## src/rtl/block_fill_server.sv

```systemverilog
// Memory-side block fill server: assembles 2**BLOCK_SIZE-word blocks for cache
// misses from word-wide synchronous memory and commits write-through stores.
module block_fill_server #(
    parameter int DATA_WIDTH    = 32,
    parameter int ADDRESS_WIDTH = 30,
    parameter int BLOCK_SIZE    = 3
) (
    input  logic                                   clk,
    input  logic                                   rst,
    input  logic                                   req_valid,
    input  logic                                   req_we,
    input  logic [ADDRESS_WIDTH-1:0]               req_addr,
    input  logic [DATA_WIDTH-1:0]                  req_wdata,
    output logic                                   req_ready,
    output logic                                   resp_valid,
    output logic [DATA_WIDTH*(2**BLOCK_SIZE)-1:0]  resp_block,
    output logic [ADDRESS_WIDTH-1:0]               resp_addr,
    output logic                                   wr_done,
    output logic [ADDRESS_WIDTH-1:0]               mem_addr,
    output logic                                   mem_re,
    output logic                                   mem_we,
    output logic [DATA_WIDTH-1:0]                  mem_wdata,
    input  logic [DATA_WIDTH-1:0]                  mem_rdata
);

    localparam int N  = 2**BLOCK_SIZE;
    localparam int BW = DATA_WIDTH*N;

    typedef enum logic [2:0] {
        S_IDLE,
        S_FETCH,
        S_LAST,
        S_RESP,
        S_WRITE
    } state_t;

    state_t                    r_state;
    state_t                    w_next;
    logic [ADDRESS_WIDTH-1:0]  r_addr;
    logic [DATA_WIDTH-1:0]     r_wdata;
    logic [BLOCK_SIZE-1:0]     r_beat;
    logic [BW-1:0]             r_slots;
    logic [BW-1:0]             r_resp_block;
    logic [ADDRESS_WIDTH-1:0]  r_resp_addr;
    logic [BW-1:0]             w_fill;
    logic [BLOCK_SIZE-1:0]     w_idx;
    logic                      w_accept;
    logic                      w_cap;

    assign w_accept = req_valid && (r_state == S_IDLE);
    // Read data trails the issued beat by one cycle, so slot = beat - 1.
    assign w_idx    = r_beat - 1'b1;
    assign w_cap    = ((r_state == S_FETCH) && (r_beat != '0)) ||
                      (r_state == S_LAST);

    always_comb begin
        w_fill = r_slots;
        w_fill[(N-1)*DATA_WIDTH +: DATA_WIDTH] = mem_rdata;
    end

    always_ff @(posedge clk or posedge rst) begin
        if (rst) begin
            r_state <= S_IDLE;
        end else begin
            r_state <= w_next;
        end
    end

    always_comb begin
        w_next = r_state;
        case (r_state)
            S_IDLE: begin
                if (req_valid) begin
                    w_next = req_we ? S_WRITE : S_FETCH;
                end
            end
            S_FETCH: begin
                if (&r_beat) begin
                    w_next = S_LAST;
                end
            end
            S_LAST:  w_next = S_RESP;
            S_RESP:  w_next = S_IDLE;
            S_WRITE: w_next = S_IDLE;
            default: w_next = S_IDLE;
        endcase
    end

    always_comb begin
        req_ready  = 1'b0;
        resp_valid = 1'b0;
        wr_done    = 1'b0;
        mem_re     = 1'b0;
        mem_we     = 1'b0;
        mem_addr   = '0;
        mem_wdata  = '0;
        case (r_state)
            S_IDLE: req_ready = 1'b1;
            S_FETCH: begin
                mem_re   = 1'b1;
                mem_addr = {r_addr[ADDRESS_WIDTH-1:BLOCK_SIZE], r_beat};
            end
            S_RESP: resp_valid = 1'b1;
            S_WRITE: begin
                mem_we    = 1'b1;
                wr_done   = 1'b1;
                mem_addr  = r_addr;
                mem_wdata = r_wdata;
            end
            default: ;
        endcase
    end

    always_ff @(posedge clk or posedge rst) begin
        if (rst) begin
            r_addr       <= '0;
            r_wdata      <= '0;
            r_beat       <= '0;
            r_slots      <= '0;
            r_resp_block <= '0;
            r_resp_addr  <= '0;
        end else begin
            if (w_accept) begin
                r_addr  <= req_addr;
                r_wdata <= req_wdata;
                r_beat  <= '0;
            end
            if (r_state == S_FETCH) begin
                r_beat <= r_beat + 1'b1;
            end
            if (w_cap) begin
                r_slots[w_idx*DATA_WIDTH +: DATA_WIDTH] <= mem_rdata;
            end
            if (r_state == S_LAST) begin
                r_resp_block <= w_fill;
                r_resp_addr  <= {r_addr[ADDRESS_WIDTH-1:BLOCK_SIZE],
                                 {BLOCK_SIZE{1'b0}}};
            end
        end
    end

    assign resp_block = r_resp_block;
    assign resp_addr  = r_resp_addr;

endmodule

```

## config.mk

```make
export PLATFORM = sky130hd
export DESIGN_NAME = block_fill_server
export DESIGN_NICKNAME = d
export VERILOG_FILES = /design/src/rtl/block_fill_server.sv
export SDC_FILE = /design/constraint.sdc
export NUM_CORES = 1
export LEC_CHECK = 0
export CORE_MARGIN = 2
export CORE_UTILIZATION = 55
export CTS_CLUSTER_SIZE = 25
export DETAILED_ROUTE_END_ITERATION = 10
export GPL_TIMING_DRIVEN = 0
export PLACE_DENSITY = 0.84
export SYNTH_ARGS = -nofsm -noshare
export SYNTH_HDL_FRONTEND = slang
export SYNTH_SLANG_ARGS = --single-unit
```

## constraint.sdc

```tcl
create_clock -name clk -period 44.4 [get_ports clk]
set_input_delay 4.44 -clock clk [delete_from_list [all_inputs] [get_ports clk]]
set_output_delay 4.44 -clock clk [all_outputs]
set_load 0.03 [all_outputs]
```

==> results of run 1 <==
==> stage by stage <==
step	utilization	setup slack (ns)	hold slack, ns
detailed placement	0.686	36.87	0.471
global route	0.731	36.03	0.503
floorplan	-	23.87	0.452
CTS	0.731	36.17	0.486
finish	0.731	36.31	0.482
global placement	0.683	18.23	0.463
==> power by group through the flow <==
stage	clock network (mW)	logic, mW	registers [mW]
after CTS	0.484	0.734	0.770
after detailed placement	0	0.728	0.776
final	0.476	0.727	0.770
after floorplan	0	0.309	0.892
after global placement	0	0.711	0.768
after global routing	0.505	0.767	0.789
==> synth_stat cells <==
cell type and n:
nand2_1 40, o31ai_1 1, nand4b_1 1, nor3b_1 2, and2b_1 1, nor2b_1 1, or3_1 2, or4_1 1
o21ai_0 4, xnor2_1 2, nor2_1 5, and3b_1 1, a21oi_1 2, and4b_1 1, mux2_1 8, or4b_1 1
mux2i_1 31, buf_6 3, conb_1 1, and3_1 2, inv_1 37, buf_4 4, mux2_2 500, a22o_1 1
nand3b_1 1, and3_4 1, nor4_2 2, a21boi_2 1, buf_2 53, clkbuf_1 24, a2bb2oi_1 1, ha_1 8
and2_1 124, mux2_4 30, nand2b_1 3, nor3_1 3, dfrtp_1 575
==> per-layer routing <==
metal	track usage	wire [um]	vias up
met2	0.456	28800	395
met5	0	0	-
met4	0.0993	1900	0
met3	0.0717	4250	101
met1	0.349	23400	7136
li1	-	-	6093
==> layout make-up <==
type                            count  area [um^2]  share of cell area
Buffer                             84          419              0.0140
Clock buffer                       84         1720              0.0576
Clock inverter                     15          134             0.00448
Inverter                           37          146             0.00490
Multi-Input combinational cell    784         7800               0.261
Sequential cell                   575        14400               0.482
Tap cell                          532          666              0.0223
Timing Repair Buffer              451         4580               0.154
==> kinds of logic (layout without fill, tap and decap cells) <==
group / after synthesis / in the layout / synth area share
XOR/XNOR: 2 / 2 / 0.000771
flip-flops: 575 / 575 / 0.633
adder cells (fa/ha/maj): 8 / 8 / 0.00440
AO/OA/AOI/OAI: 10 / 10 / 0.00292
multiplexers: 569 / 569 / 0.285
other: 1 / 3 / 0.000165
buffers and inverters: 121 / 671 / 0.0245
AND/OR/NAND/NOR: 192 / 192 / 0.0493
==> flip-flops by register name, summed over array words and instances, names as in the netlist <==
signal and count:
r_addr 30, r_beat 3, r_slots 224, r_state 3, r_wdata 32, resp_addr 27, resp_block 256
==> worst min-delay path by stage <==
stage                                    end  slack [ns]  cells after the start
floorplan           r_slots[154]$_DFFE_PP0P_        0.45                      1
global placement    r_slots[154]$_DFFE_PP0P_        0.46                      1
detailed placement  r_slots[185]$_DFFE_PP0P_        0.47                      1
CTS                 r_slots[184]$_DFFE_PP0P_        0.49                      1
global route         r_slots[23]$_DFFE_PP0P_        0.50                      1
finish              r_slots[184]$_DFFE_PP0P_        0.48                      1
==> worst max-delay path: cells and delay by family (launching register included) <==
kind,cells,cell delay (ns)
buffers and inverters,3,1.63
DFF,1,0.39
and+or+nand+nor,2,0.92
AOI/OAI and AO/OA,1,0.11
==> flow_summary_export.csv, run 1 <==
group,metric,value,unit
cts,ctsHtreeMaxLevel,2,
layout,fillers,2558,
place,dp_hpwl,40.7,mm
cts,clockBufferDepth,3,
power_and_ir_drop,p_seq_frac,0.390,
setup_path,r2r_setup_slack,40.84,ns
route,firstDrtPassIters,4,
cts,cts_setup_buffers,0,
sta,period_minus_slack,8.09,ns
status,status,"finished clean",
grt,grt_usage,0.274,
route,drc,0,
cts,cts-root-buf,"clkbuf_16",
cts,cts_tree,"built",
sta,hold_viol_final,0,
cts,cts_resized,0,
route,drt-vias-per-instance,5.36,
route,drtIter0Drc,772,
floorplan,num_rows,74,
setup_path,path_max_fanout,11,
power_and_ir_drop,p_switching,0.684,mW
setup_path,r2r_end,"r_slots[170]$_DFFE_PP0P_",
grt,gr-total-overflow,0,
layout,n_antenna_cell,0,
setup_path,critPathMostFrequentCell,"clkbuf_1",
floorplan,core-area,40800,um^2
logic_synthesis,synth_warnings,0,
setup_path,worst-setup-path-type,"register to output pin",
place,gp_congestion,0.826,
power_and_ir_drop,power_density,66.1,nW/um^2
setup_path,max_stage_delay,0.83,ns
floorplan,start_util,0.557,
floorplan,ios,451,
power_and_ir_drop,p_int,1.29,mW
setup_path,crit_end,"mem_addr[0]",
setup_path,r2r_start,"r_beat[0]$_DFFE_PP0P_",
logic_synthesis,synth.area.top_cells,"dfrtp_1 63%, mux2_2 25%, and2_1 3.4%",
cts,insertion_delay,0.61,ns
layout,area_growth_syn_to_layout,31.3,%
floorplan,die_w,207,um
logic_synthesis,synth_cells,1478,
layout,fin_nets,2096,
power_and_ir_drop,vdd_ir_drop_max,50.5,uV
setup_path,r2r_cells,7,
sta,tightest_slew,1.14,ns
floorplan,die_h,207,um
setup_path,cp-end-kind,"output pin",
sta,slew-limit-headroom,0.234,
logic_synthesis,syn-mean-instance-area,15.4,um^2
power_and_ir_drop,p_clk_frac,0.241,
power_and_ir_drop,swShare,0.347,
logic_synthesis,synth_area,22700,um^2
setup_path,critPathSlowestCell,"nor3b_1",
grt,grt_max_degree,140,
setup_path,cp-startpoint,"r_state[2]$_DFFE_PP0P_",
grt,grt_pass1_vias,15128,
worst_hold_path,worstHoldStart,"r_slots[184]$_DFFE_PP0P_",
sta,final.setup.tns,0,ns
grt,grt_antenna_before_repair,1,
sta,rsz0062_at_grt,"no",
power_and_ir_drop,leakage,14.4,nW
cts,path_clk_slew,0.06,ns
route,via_count,13725,
logic_synthesis,synth_top_area_frac,0.633,
sta,finalCritPeriodShare,0.182,
setup_path,crit_arrival,3.65,ns
power_and_ir_drop,combPwrFrac,0.369,
place,io_buffers,447,
sta,drv_slew,0,
sta,finalSetupViolCount,0,
place,postPlaceCellArea,28000,um^2
cts,cts_buffers,57,
cts,cts.sinks,575,
route,wl_per_cell,22.8,um
floorplan,die_area,43000,um^2
logic_synthesis,yosysSeqAreaShare,0.633,
route,antenna_left,0,
worst_hold_path,hold_path_class,"register to register",
logic_synthesis,ys_ff_latch,575,
route,finalWirelength,58.4,mm
layout,layout_common_cells,"575 x dfrtp_1, 500 x mux2_2, 447 x clkdlybuf4s50_1",
logic_synthesis,ys_types,37,
grt,grt_pass1_wl,90.8,mm
logic_synthesis,synth_top_cell_by_area,"dfrtp_1",
flow_run,cap_violations,0,
sta,max_freq,124,MHz
setup_path,cp_cell_sequence,"clkbuf_1 > nor3b_1 > clkbuf_1 > nand2_1 > o21ai_0 > clkdlybuf4s50_1",
layout,final_layout_size_suffix_gt1_frac,0.339,
sta,skew,0.0115,ns
cts,hold_buffers,0,
setup_path,start_kind,"register",
layout,final_common_cell,"dfrtp_1",
place,dp_cells,2463,
power_and_ir_drop,power,1.97,mW
setup_path,cp_data_required_time,39.96,ns
layout,final_area,29900,um^2
layout,fin_cells,2562,
Power figures use the tool's default switching activity.
==> run 2, diff against run 1 <==
Settings changed: CORE_UTILIZATION 55 to 52, PLACE_DENSITY 0.84 to 0.8.
Clock period 44.4 ns to 7.78 ns, I/O delays scaled along.
==> flow_summary_export.csv, run 2 (same netlist as run 1, synthesis figures left out) <==
group,metric,value,unit
route,firstDrtPassIters,4,
flow_run,cap_violations,0,
power_and_ir_drop,leakage,14.5,nW
grt,grt_antenna_before_repair,0,
place,postPlaceCellArea,28300,um^2
floorplan,start_util,0.528,
setup_path,cp-end-kind,"output pin",
layout,final_common_cell,"dfrtp_1",
cts,ctsHtreeMaxLevel,2,
route,met2WireLength,29.0,mm
power_and_ir_drop,power_density,376,nW/um^2
power_and_ir_drop,p_int,7.42,mW
route,antenna_left,0,
sta,finalCritPeriodShare,0.566,
layout,multi_input_area,7800,um^2
grt,grt_pass1_wl,90.5,mm
setup_path,path_max_fanout,11,
layout,regArea,14400,um^2
power_and_ir_drop,p_switching,3.92,mW
worst_hold_path,hold_depth,1,
layout,largest_register_ff_count,256,
cts,path_clk_slew,0.06,ns
setup_path,cp_data_required_time,7.00,ns
sta,period_minus_slack,4.40,ns
status,status,"finished clean",
layout,fin_cells,2632,
layout,final_layout_size_suffix_gt1_frac,0.342,
floorplan,num_rows,76,
sta,finalSetupViolCount,0,
grt,grt_max_degree,45,
sta,tightest_slew,1.28,ns
layout,fin_nets,2107,
route,via_count,13823,
cts,cts_buffers,57,
grt,grt_usage,0.266,
floorplan,die_h,213,um
layout,layout_common_cells,"575 x dfrtp_1, 500 x mux2_2, 447 x clkdlybuf4s50_1",
layout,n_antenna_cell,0,
cts,clockBufferDepth,3,
route,drc,0,
cts,insertion_delay,0.60,ns
floorplan,die_area,45400,um^2
cts,cts.sinks,575,
layout,final_area,30200,um^2
cts,cts_tree,"built",
power_and_ir_drop,combPwrFrac,0.367,
place,dp_cells,2527,
power_and_ir_drop,vdd_ir_drop_max,297,uV
place,dp_hpwl,42.1,mm
route,drtIter0Drc,709,
grt,gr-total-overflow,0,
floorplan,core-area,43100,um^2
cts,cts_setup_buffers,0,
setup_path,start_kind,"register",
cts,cts_resized,0,
sta,holdWs,0.494,ns
place,gp_congestion,0.791,
setup_path,crit_arrival,3.62,ns
sta,slew-limit-headroom,0.138,
layout,area_growth_syn_to_layout,32.7,%
sta,rsz0062_at_grt,"no",
sta,skew,0.0173,ns
grt,grt_pass1_vias,15161,
power_and_ir_drop,p_clk_frac,0.246,
place,io_buffers,447,
route,met1_length,24.0,mm
route,wl_per_cell,22.5,um
worst_hold_path,hold_path_class,"register to register",
layout,fillers,2919,
sta,max_freq,227,MHz
route,met3_length,4.35,mm
floorplan,die_w,213,um
floorplan,ios,451,
cts,cts-root-buf,"clkbuf_16",
route,routed.top_layer,"met4",
route,drt-vias-per-instance,5.25,
setup_path,worst-setup-path-type,"register to output pin",
sta,hold_viol_final,0,
sta,drv_slew,0,
power_and_ir_drop,swShare,0.345,
cts,hold_buffers,0,
power_and_ir_drop,p_seq_frac,0.387,
setup_path,r2r_cells,7,
power_and_ir_drop,power,11.3,mW
route,finalWirelength,59.1,mm
==> run 2: cell types whose count changed in the layout (fill, tap and decap cells not counted), moves of 2 or more <==
cell       change
buf_12        +15
clkbuf_1       +5
buf_16         -4
bufinv_16      +2
clkbuf_8       -2
==> run 2: power groups by stage <==
stage	Sequential (mW)	Combinational, mW	Clock [mW]
finish	4.39	4.16	2.79
global route	4.50	4.41	2.97
CTS	4.39	4.21	2.84
detailed placement	4.43	4.17	0
global placement	4.38	4.07	0
floorplan	5.09	1.76	0
==> run 2: per-stage QoR <==
step,setup TNS (ns),utilization,setup WS [ns]
6_report,0,0.700,3.38
5_1_grt,0,0.700,3.00
4_1_cts,0,0.700,3.26
3_5_place_dp,0,0.656,3.97
3_3_place_gp,-2279.95,0.649,-4.02
2_1_floorplan,-478.14,-,-0.832
==> run 2: path summary, 6_finish.rpt <==
check	to	start	slack, ns
setup / recovery	mem_addr[1]	r_state[2]$_DFFE_PP0P_	3.38
hold / removal	r_slots[23]$_DFFE_PP0P_	r_slots[23]$_DFFE_PP0P_	0.49
setup reg to reg	r_slots[175]$_DFFE_PP0P_	r_beat[0]$_DFFE_PP0P_	4.11
hold reg to reg	r_slots[23]$_DFFE_PP0P_	r_slots[23]$_DFFE_PP0P_	0.49
max in group asynchronous	resp_block[231]$_DFFE_PP0P_	rst	5.68
min in group asynchronous	resp_block[57]$_DFFE_PP0P_	rst	0.66
==> run 2: area by class of cell <==
class | instances | share of cell area
sequential | 575 | 0.477
multi-input combinational | 784 | 0.258
timing repair buffer | 462 | 0.158
clock buffer | 87 | 0.0567
tap | 585 | 0.0243
buffer | 84 | 0.0139
clock inverter | 18 | 0.00664
inverter | 37 | 0.00473
==> run 2: per-layer routing <==
metal / track usage / vias to the layer above
met5: 0 / -
met4: 0.0849 / 0
met2: 0.441 / 367
met1: 0.336 / 7253
met3: 0.0788 / 94
li1: - / 6109
==> run 2: worst max-delay path, cell delays in order (launching register included) <==
cell	delay (ns)
dfrtp_1	0.38
clkbuf_1	0.36
nor3b_1	0.81
clkbuf_1	0.47
nand2_1	0.09
o21ai_0	0.12
clkdlybuf4s50_1	0.79
==> run 3, diff against run 2 <==
Clock period 7.78 ns to 4.5 ns, I/O delays scaled along.
==> results of run 3 <==
The final DEF is identical to that of run 2. Status: finished clean.
Main changes from that run: setup slack after placement 3.97 ns -> 0.792 ns; setup slack after layout 3.38 ns -> 0.427 ns; hold slack 0.494 ns -> 0.330 ns; register-to-register setup slack 4.11 ns -> 0.83 ns; total power 11.3 mW -> 19.6 mW; worst IR drop on VDD 297 uV -> 513 uV
